$ cat config.mk
export PLATFORM = sky130hd
export DESIGN_NAME = inv_round_sched
export DESIGN_NICKNAME = d
export VERILOG_FILES = /design/src/rtl/inv_round_sched.sv
export SDC_FILE = /design/constraint.sdc
export NUM_CORES = 1
export LEC_CHECK = 0
export ABC_AREA = 1
export BUFFER_PORTS_ARGS = -buffer_cell sky130_fd_sc_hd__buf_4
export CAP_MARGIN = 40
export CORE_MARGIN = 2
export CORE_UTILIZATION = 32
export DETAILED_ROUTE_END_ITERATION = 8
export PLACE_DENSITY_LB_ADDON = 0.05
export SYNTH_ARGS = -nofsm -noshare
export SYNTH_HDL_FRONTEND = slang
export SYNTH_SLANG_ARGS = --single-unit
$ cat constraint.sdc
create_clock -name clk -period 4.3 [get_ports clk]
set_input_delay 0.215 -clock clk [delete_from_list [all_inputs] [get_ports clk]]
set_output_delay 0.215 -clock clk [all_outputs]
set_load 0.005 [all_outputs]
$ cat src/rtl/inv_round_sched.sv
// Gen2 inventory round scheduler: chooses Query / QueryRep / QueryAdjust per slot
// and adapts Q from slot outcomes using the Q-algorithm in eighths (qfp = Q*8).
module inv_round_sched #(
   parameter int Q_INIT     = 4,
   parameter int C_STEP     = 3,
   parameter int MAX_ROUNDS = 64
) (
   input  logic        clk,
   input  logic        rst,
   input  logic        start,
   input  logic        stop,
   output logic        cmd_vld,
   input  logic        cmd_rdy,
   output logic [1:0]  cmd_type,
   output logic [3:0]  cmd_q,
   output logic [2:0]  cmd_updn,
   input  logic        res_vld,
   input  logic [1:0]  res_code,
   output logic        busy,
   output logic        round_done,
   output logic        sess_done,
   output logic [15:0] tag_cnt
);

   // Handshake: a descriptor transfers on every rising edge where cmd_vld && cmd_rdy;
   // fields stay stable while cmd_vld is high and cmd_vld never drops without a transfer
   // except on stop.
   typedef enum logic [1:0] {S_IDLE, S_ISSUE, S_WAIT, S_EVAL} state_t;

   localparam logic [1:0] T_QUERY   = 2'd0;
   localparam logic [1:0] T_REP     = 2'd1;
   localparam logic [1:0] T_ADJ     = 2'd2;
   localparam logic [3:0] L_Q_INIT  = 4'(Q_INIT);
   localparam logic [6:0] L_QFP_INI = 7'(Q_INIT * 8);
   localparam logic [6:0] L_C_STEP  = 7'(C_STEP);
   localparam logic [7:0] L_MAX_RND = 8'(MAX_ROUNDS);

   state_t      r_state, w_state;
   logic [6:0]  r_qfp, w_qfp;
   logic [3:0]  r_q_cur, w_q_cur;
   logic [14:0] r_slot, w_slot;
   logic [7:0]  r_round, w_round;
   logic        r_hit, w_hit;
   logic [15:0] r_tag, w_tag;
   logic        r_cmd_vld, w_cmd_vld;
   logic [1:0]  r_cmd_type, w_cmd_type;
   logic [3:0]  r_cmd_q, w_cmd_q;
   logic [2:0]  r_cmd_updn, w_cmd_updn;
   logic        r_busy, w_busy;
   logic        r_round_done, w_round_done;
   logic        r_sess_done, w_sess_done;

   logic [7:0]  w_qfp_up;
   logic [6:0]  w_qfp_inc, w_qfp_dec;
   logic [4:0]  w_q_full;
   logic [3:0]  w_q_new;
   logic        w_slot_last;

   assign w_qfp_up    = {1'b0, r_qfp} + {1'b0, L_C_STEP};
   assign w_qfp_inc   = (w_qfp_up > 8'd120) ? 7'd120 : w_qfp_up[6:0];
   assign w_qfp_dec   = (r_qfp > L_C_STEP) ? (r_qfp - L_C_STEP) : 7'd0;
   // qfp never exceeds 120, so the +4 rounding cannot overflow 7 bits
   assign w_q_full    = 5'((r_qfp + 7'd4) >> 3);
   assign w_q_new     = (w_q_full > 5'd15) ? 4'd15 : w_q_full[3:0];
   assign w_slot_last = ({1'b0, r_slot} >= ((16'd1 << r_q_cur) - 16'd1));

   always_comb begin
      w_state      = r_state;
      w_qfp        = r_qfp;
      w_q_cur      = r_q_cur;
      w_slot       = r_slot;
      w_round      = r_round;
      w_hit        = r_hit;
      w_tag        = r_tag;
      w_cmd_vld    = r_cmd_vld;
      w_cmd_type   = r_cmd_type;
      w_cmd_q      = r_cmd_q;
      w_cmd_updn   = r_cmd_updn;
      w_busy       = r_busy;
      w_round_done = 1'b0;
      w_sess_done  = 1'b0;
      if (stop) begin
         w_state   = S_IDLE;
         w_cmd_vld = 1'b0;
         w_busy    = 1'b0;
      end else begin
         case (r_state)
            S_IDLE: begin
               if (start) begin
                  w_qfp      = L_QFP_INI;
                  w_q_cur    = L_Q_INIT;
                  w_tag      = 16'd0;
                  w_round    = 8'd0;
                  w_cmd_vld  = 1'b1;
                  w_cmd_type = T_QUERY;
                  w_cmd_q    = L_Q_INIT;
                  w_cmd_updn = 3'b000;
                  w_busy     = 1'b1;
                  w_state    = S_ISSUE;
               end
            end
            S_ISSUE: begin
               if (r_cmd_vld && cmd_rdy) begin
                  w_cmd_vld = 1'b0;
                  w_state   = S_WAIT;
                  if (r_cmd_type == T_REP) begin
                     w_slot = r_slot + 15'd1;
                  end else begin
                     w_slot  = 15'd0;
                     w_hit   = 1'b0;
                     w_round = r_round + 8'd1;
                     w_q_cur = r_cmd_q;
                  end
               end
            end
            S_WAIT: begin
               if (res_vld) begin
                  w_state = S_EVAL;
                  case (res_code)
                     2'd0: w_qfp = w_qfp_dec;
                     2'd1: begin
                        w_hit = 1'b1;
                        if (r_tag != 16'hFFFF) w_tag = r_tag + 16'd1;
                     end
                     default: begin
                        w_qfp = w_qfp_inc;
                        w_hit = 1'b1;
                     end
                  endcase
               end
            end
            S_EVAL: begin
               w_cmd_updn = 3'b000;
               w_cmd_q    = r_q_cur;
               if (w_q_new != r_q_cur) begin
                  w_round_done = 1'b1;
                  if (r_round == L_MAX_RND) begin
                     w_sess_done = 1'b1;
                     w_busy      = 1'b0;
                     w_state     = S_IDLE;
                  end else begin
                     w_cmd_vld  = 1'b1;
                     w_cmd_type = T_ADJ;
                     w_cmd_q    = w_q_new;
                     w_cmd_updn = (w_q_new > r_q_cur) ? 3'b110 : 3'b011;
                     w_state    = S_ISSUE;
                  end
               end else if (!w_slot_last) begin
                  w_cmd_vld  = 1'b1;
                  w_cmd_type = T_REP;
                  w_state    = S_ISSUE;
               end else begin
                  w_round_done = 1'b1;
                  if (r_hit && (r_round < L_MAX_RND)) begin
                     w_cmd_vld  = 1'b1;
                     w_cmd_type = T_QUERY;
                     w_state    = S_ISSUE;
                  end else begin
                     w_sess_done = 1'b1;
                     w_busy      = 1'b0;
                     w_state     = S_IDLE;
                  end
               end
            end
            default: w_state = S_IDLE;
         endcase
      end
   end

   always_ff @(posedge clk or negedge rst) begin
      if (!rst) begin
         r_state      <= S_IDLE;
         r_qfp        <= L_QFP_INI;
         r_q_cur      <= L_Q_INIT;
         r_slot       <= 15'd0;
         r_round      <= 8'd0;
         r_hit        <= 1'b0;
         r_tag        <= 16'd0;
         r_cmd_vld    <= 1'b0;
         r_cmd_type   <= T_QUERY;
         r_cmd_q      <= L_Q_INIT;
         r_cmd_updn   <= 3'b000;
         r_busy       <= 1'b0;
         r_round_done <= 1'b0;
         r_sess_done  <= 1'b0;
      end else begin
         r_state      <= w_state;
         r_qfp        <= w_qfp;
         r_q_cur      <= w_q_cur;
         r_slot       <= w_slot;
         r_round      <= w_round;
         r_hit        <= w_hit;
         r_tag        <= w_tag;
         r_cmd_vld    <= w_cmd_vld;
         r_cmd_type   <= w_cmd_type;
         r_cmd_q      <= w_cmd_q;
         r_cmd_updn   <= w_cmd_updn;
         r_busy       <= w_busy;
         r_round_done <= w_round_done;
         r_sess_done  <= w_sess_done;
      end
   end

   assign cmd_vld    = r_cmd_vld;
   assign cmd_type   = r_cmd_type;
   assign cmd_q      = r_cmd_q;
   assign cmd_updn   = r_cmd_updn;
   assign busy       = r_busy;
   assign round_done = r_round_done;
   assign sess_done  = r_sess_done;
   assign tag_cnt    = r_tag;

endmodule

==> results.toml <==
[grt]
grt_pass1_vias = 4241
antenna_found_initial = 0
grt_max_degree = 52
grt_pass1_wl_mm = 21.5
overflow = 0
grtUsageTotal_pct = 17.1

[worst_setup_path]
path_cells = "nor2_1 -> inv_1 -> nor2_1 -> nand2_1 -> ha_1 -> nand2_1 -> a31oi_1 -> xor2_1 -> inv_1 -> ha_1 -> nand2_1 -> inv_1 -> nand2_1 -> nand2_1 -> nor2_1 -> nand2_1 -> nand2_1 -> nand2_1 -> nand3_1 -> nand2_1 -> nand2_1 -> o21ai_0"
path_buf_inv = 3
cp_slowest_cell = "dfstp_2"
crit_path_end_kind = "flip-flop"
crit_top_cell = "nand2_1"
path_delay_family = "simple AND/OR/NAND/NOR gates"
start_kind = "flip-flop"
required_ns = 4.52
cp_max_fo = 9
cpPeakStageDelay_ns = 0.61
path_class = "flip-flop to flip-flop"
crit_arrival_ns = 3.30

[synthesis]
ys_async_sr_fraction_pct = 100
synth_area_um2 = 4670
synth_top_area_cell = "dfrtp_1"
synthCells = 647
yosysTopAreaCellShare_pct = 33.8
yosys_register_bits = 66
avgSynthCellArea_um2 = 7.21
synth_cell_types = 37
synth_edf_count = 0
syn_nets = 688
yosysWarningCount = 0
synthTopCellsByArea = "dfrtp_1 34%, nand2_1 12%, ha_1 8.8%"
ys_seq_area_share_pct = 35.5
synth-main-ff-cell = "dfrtp_1"

[sta]
setup_viol = 0
worst_pin_slew_ns = 0.695
skew_ns = 0.00778
hold_viol_final = 0
fmax_mhz = 324
holdWs_ns = 0.115
tns_ns = 0
period_needed_ns = 3.08
rsz0062_at_grt = "false"
fin_crit_sh_pct = 71.7
final-max-slew-violation-count = 0
relSlewSlack_pct = 53.4

[hold_path]
hold_path_class = "input pin to flip-flop"

[routing]
finalWirelength_mm = 12.7
viasPerCell = 4.93
remaining_drc_errors = 0
drtAntennaViolNets = 0
firstDrtPassIters = 4
routedWlPerCell_um = 14.5
detail_route.iter0.violations = 290
vias = 4310

[clock_network]
clock_path_buffers = 2
htreeDepth = 3
cts.reportedPaths.clkPinSlew_ns = 0.05
cts.sinks = 66
cts_root_buffer = "clkbuf_16"
tritoncts = "built"
cts_buffers = 9
postCtsSetupRepairBufs = 0
clk_latency_ns = 0.34

[finish]
multiInputGateArea_um2 = 2620
area_growth_pct = 17.1
diodes = 0
fillers = 1539
nNetsFinal = 727
regArea_um2 = 1660
final_cells = 875
finalInstanceArea_um2 = 5470
drive_above_1_share_pct = 12.3

[pwr]
p_per_area_nw_per_um2 = 478
ir_drop_mv = 0.177
p_leak_nw = 2.62
finalPower_mw = 2.61

[run]
drv_cap = 0

[die]
fp.dieW_um = 125
io_pins = 37
rows = 44
fp.dieH_um = 125
initial_utilization_pct = 32.5
dieArea_um2 = 15600
core-area_um2 = 14400

[place]
io_buffers = 36
dpl-instance-area_um2 = 5150
gp_congestion = 0.822
place_inst = 858
dpl.hpwl_mm = 9.59

[status]
status = "finished, final reports clean"
synth_stat cells, drive strengths merged (10+ instances only):
| master | n |
|---|---|
| nand3 | 48 |
| o31ai | 10 |
| ha | 33 |
| inv | 93 |
| nand4 | 18 |
| a21oi | 36 |
| nor2 | 73 |
| nand2 | 153 |
| nor3 | 19 |
| dfrtp | 63 |
| xor2 | 21 |
| o21ai | 35 |
layout make-up:
cell class	instances	area share (%)
Sequential cell	66	30.3
Tap cell	184	4.21
Clock buffer	11	4.62
Clock inverter	5	0.962
Timing Repair Buffer	38	5.63
Multi-Input combinational cell	478	47.9
Inverter	93	6.39
cells by family (layout without fill, tap and decap cells):
group / Yosys count / in the layout / synth area share, %
mux: 1 / 1 / 0.215
xor+xnor: 25 / 25 / 4.69
flops: 66 / 66 / 35.5
fa+ha+maj: 33 / 33 / 8.85
simple gates: 320 / 320 / 30.3
compound gates: 99 / 99 / 12.0
buf+inv: 103 / 147 / 8.42
state kept, by name, summed over array words and instances (netlist names):
| signal | flops |
|---|---|
| cmd_vld | 1 |
| r_q_cur | 4 |
| r_slot | 15 |
| busy | 1 |
| cmd_q | 4 |
| r_hit | 1 |
| tag_cnt | 16 |
| sess_done | 1 |
| cmd_type | 2 |
| round_done | 1 |
| cmd_updn | 3 |
| r_state | 2 |
| r_round | 8 |
| r_qfp | 7 |
cell usage in the layout (no fill, tap or decap), types with 2 or more instances in the layout:
cell	count
nand3_1	47
clkbuf_16	9
o21ai_1	8
inv_1	80
a21oi_1	36
and3_1	2
nor3_2	6
xor2_1	21
dfstp_2	3
nor4_1	4
nand2_1	152
nor3_1	13
nand4_1	18
o21ai_0	27
inv_2	13
o211ai_1	6
nor2_1	66
ha_1	33
o22ai_1	5
clkinv_2	3
dfrtp_1	63
xnor2_1	4
nor2_2	6
a31oi_1	2
clkbuf_8	2
o31ai_1	10
buf_4	36
what timing repair did:
item,CTS,global route
hold buffers,1,0
resized for setup,0,0
hold endpoints to repair,14,0
metrics by stage:
stage / utilization, % / setup WS (ns)
after floorplan: - / 1.46
after global placement: 35.6 / 1.28
after detailed placement: 35.8 / 1.22
after CTS: 38.0 / 1.22
after global routing: 38.0 / 0.916
final: 38.0 / 1.22
worst paths after layout:
check / startpoint / endpoint / slack (ns) / cells past startpoint
worst max-delay path: r_q_cur[2] / cmd_type[0] / 1.22 / 22
worst min-delay path: stop / sess_done / 0.11 / 2
worst max register to register: r_q_cur[2] / cmd_type[0] / 1.22 / 22
worst min register to register: cmd_updn[2] / cmd_updn[2] / 0.52 / 2
max in group asynchronous: rst / r_qfp[5] / 3.42 / 3
min in group asynchronous: rst / r_q_cur[1] / 0.29 / 2
metal layers:
metal,wire (µm),global-route usage [%]
met1,6090,22.7
met4,236,6.48
met5,0,0
met2,5940,27.7
met3,383,2.88
report_power, final:
| group | internal (mW) | switching (mW) | total (mW) |
|---|---|---|---|
| registers | 0.728 | 0.143 | 0.870 |
| clock network | 0.478 | 0.293 | 0.771 |
| logic | 0.325 | 0.648 | 0.973 |
Note: power is estimated with default switching activity, not from simulation.
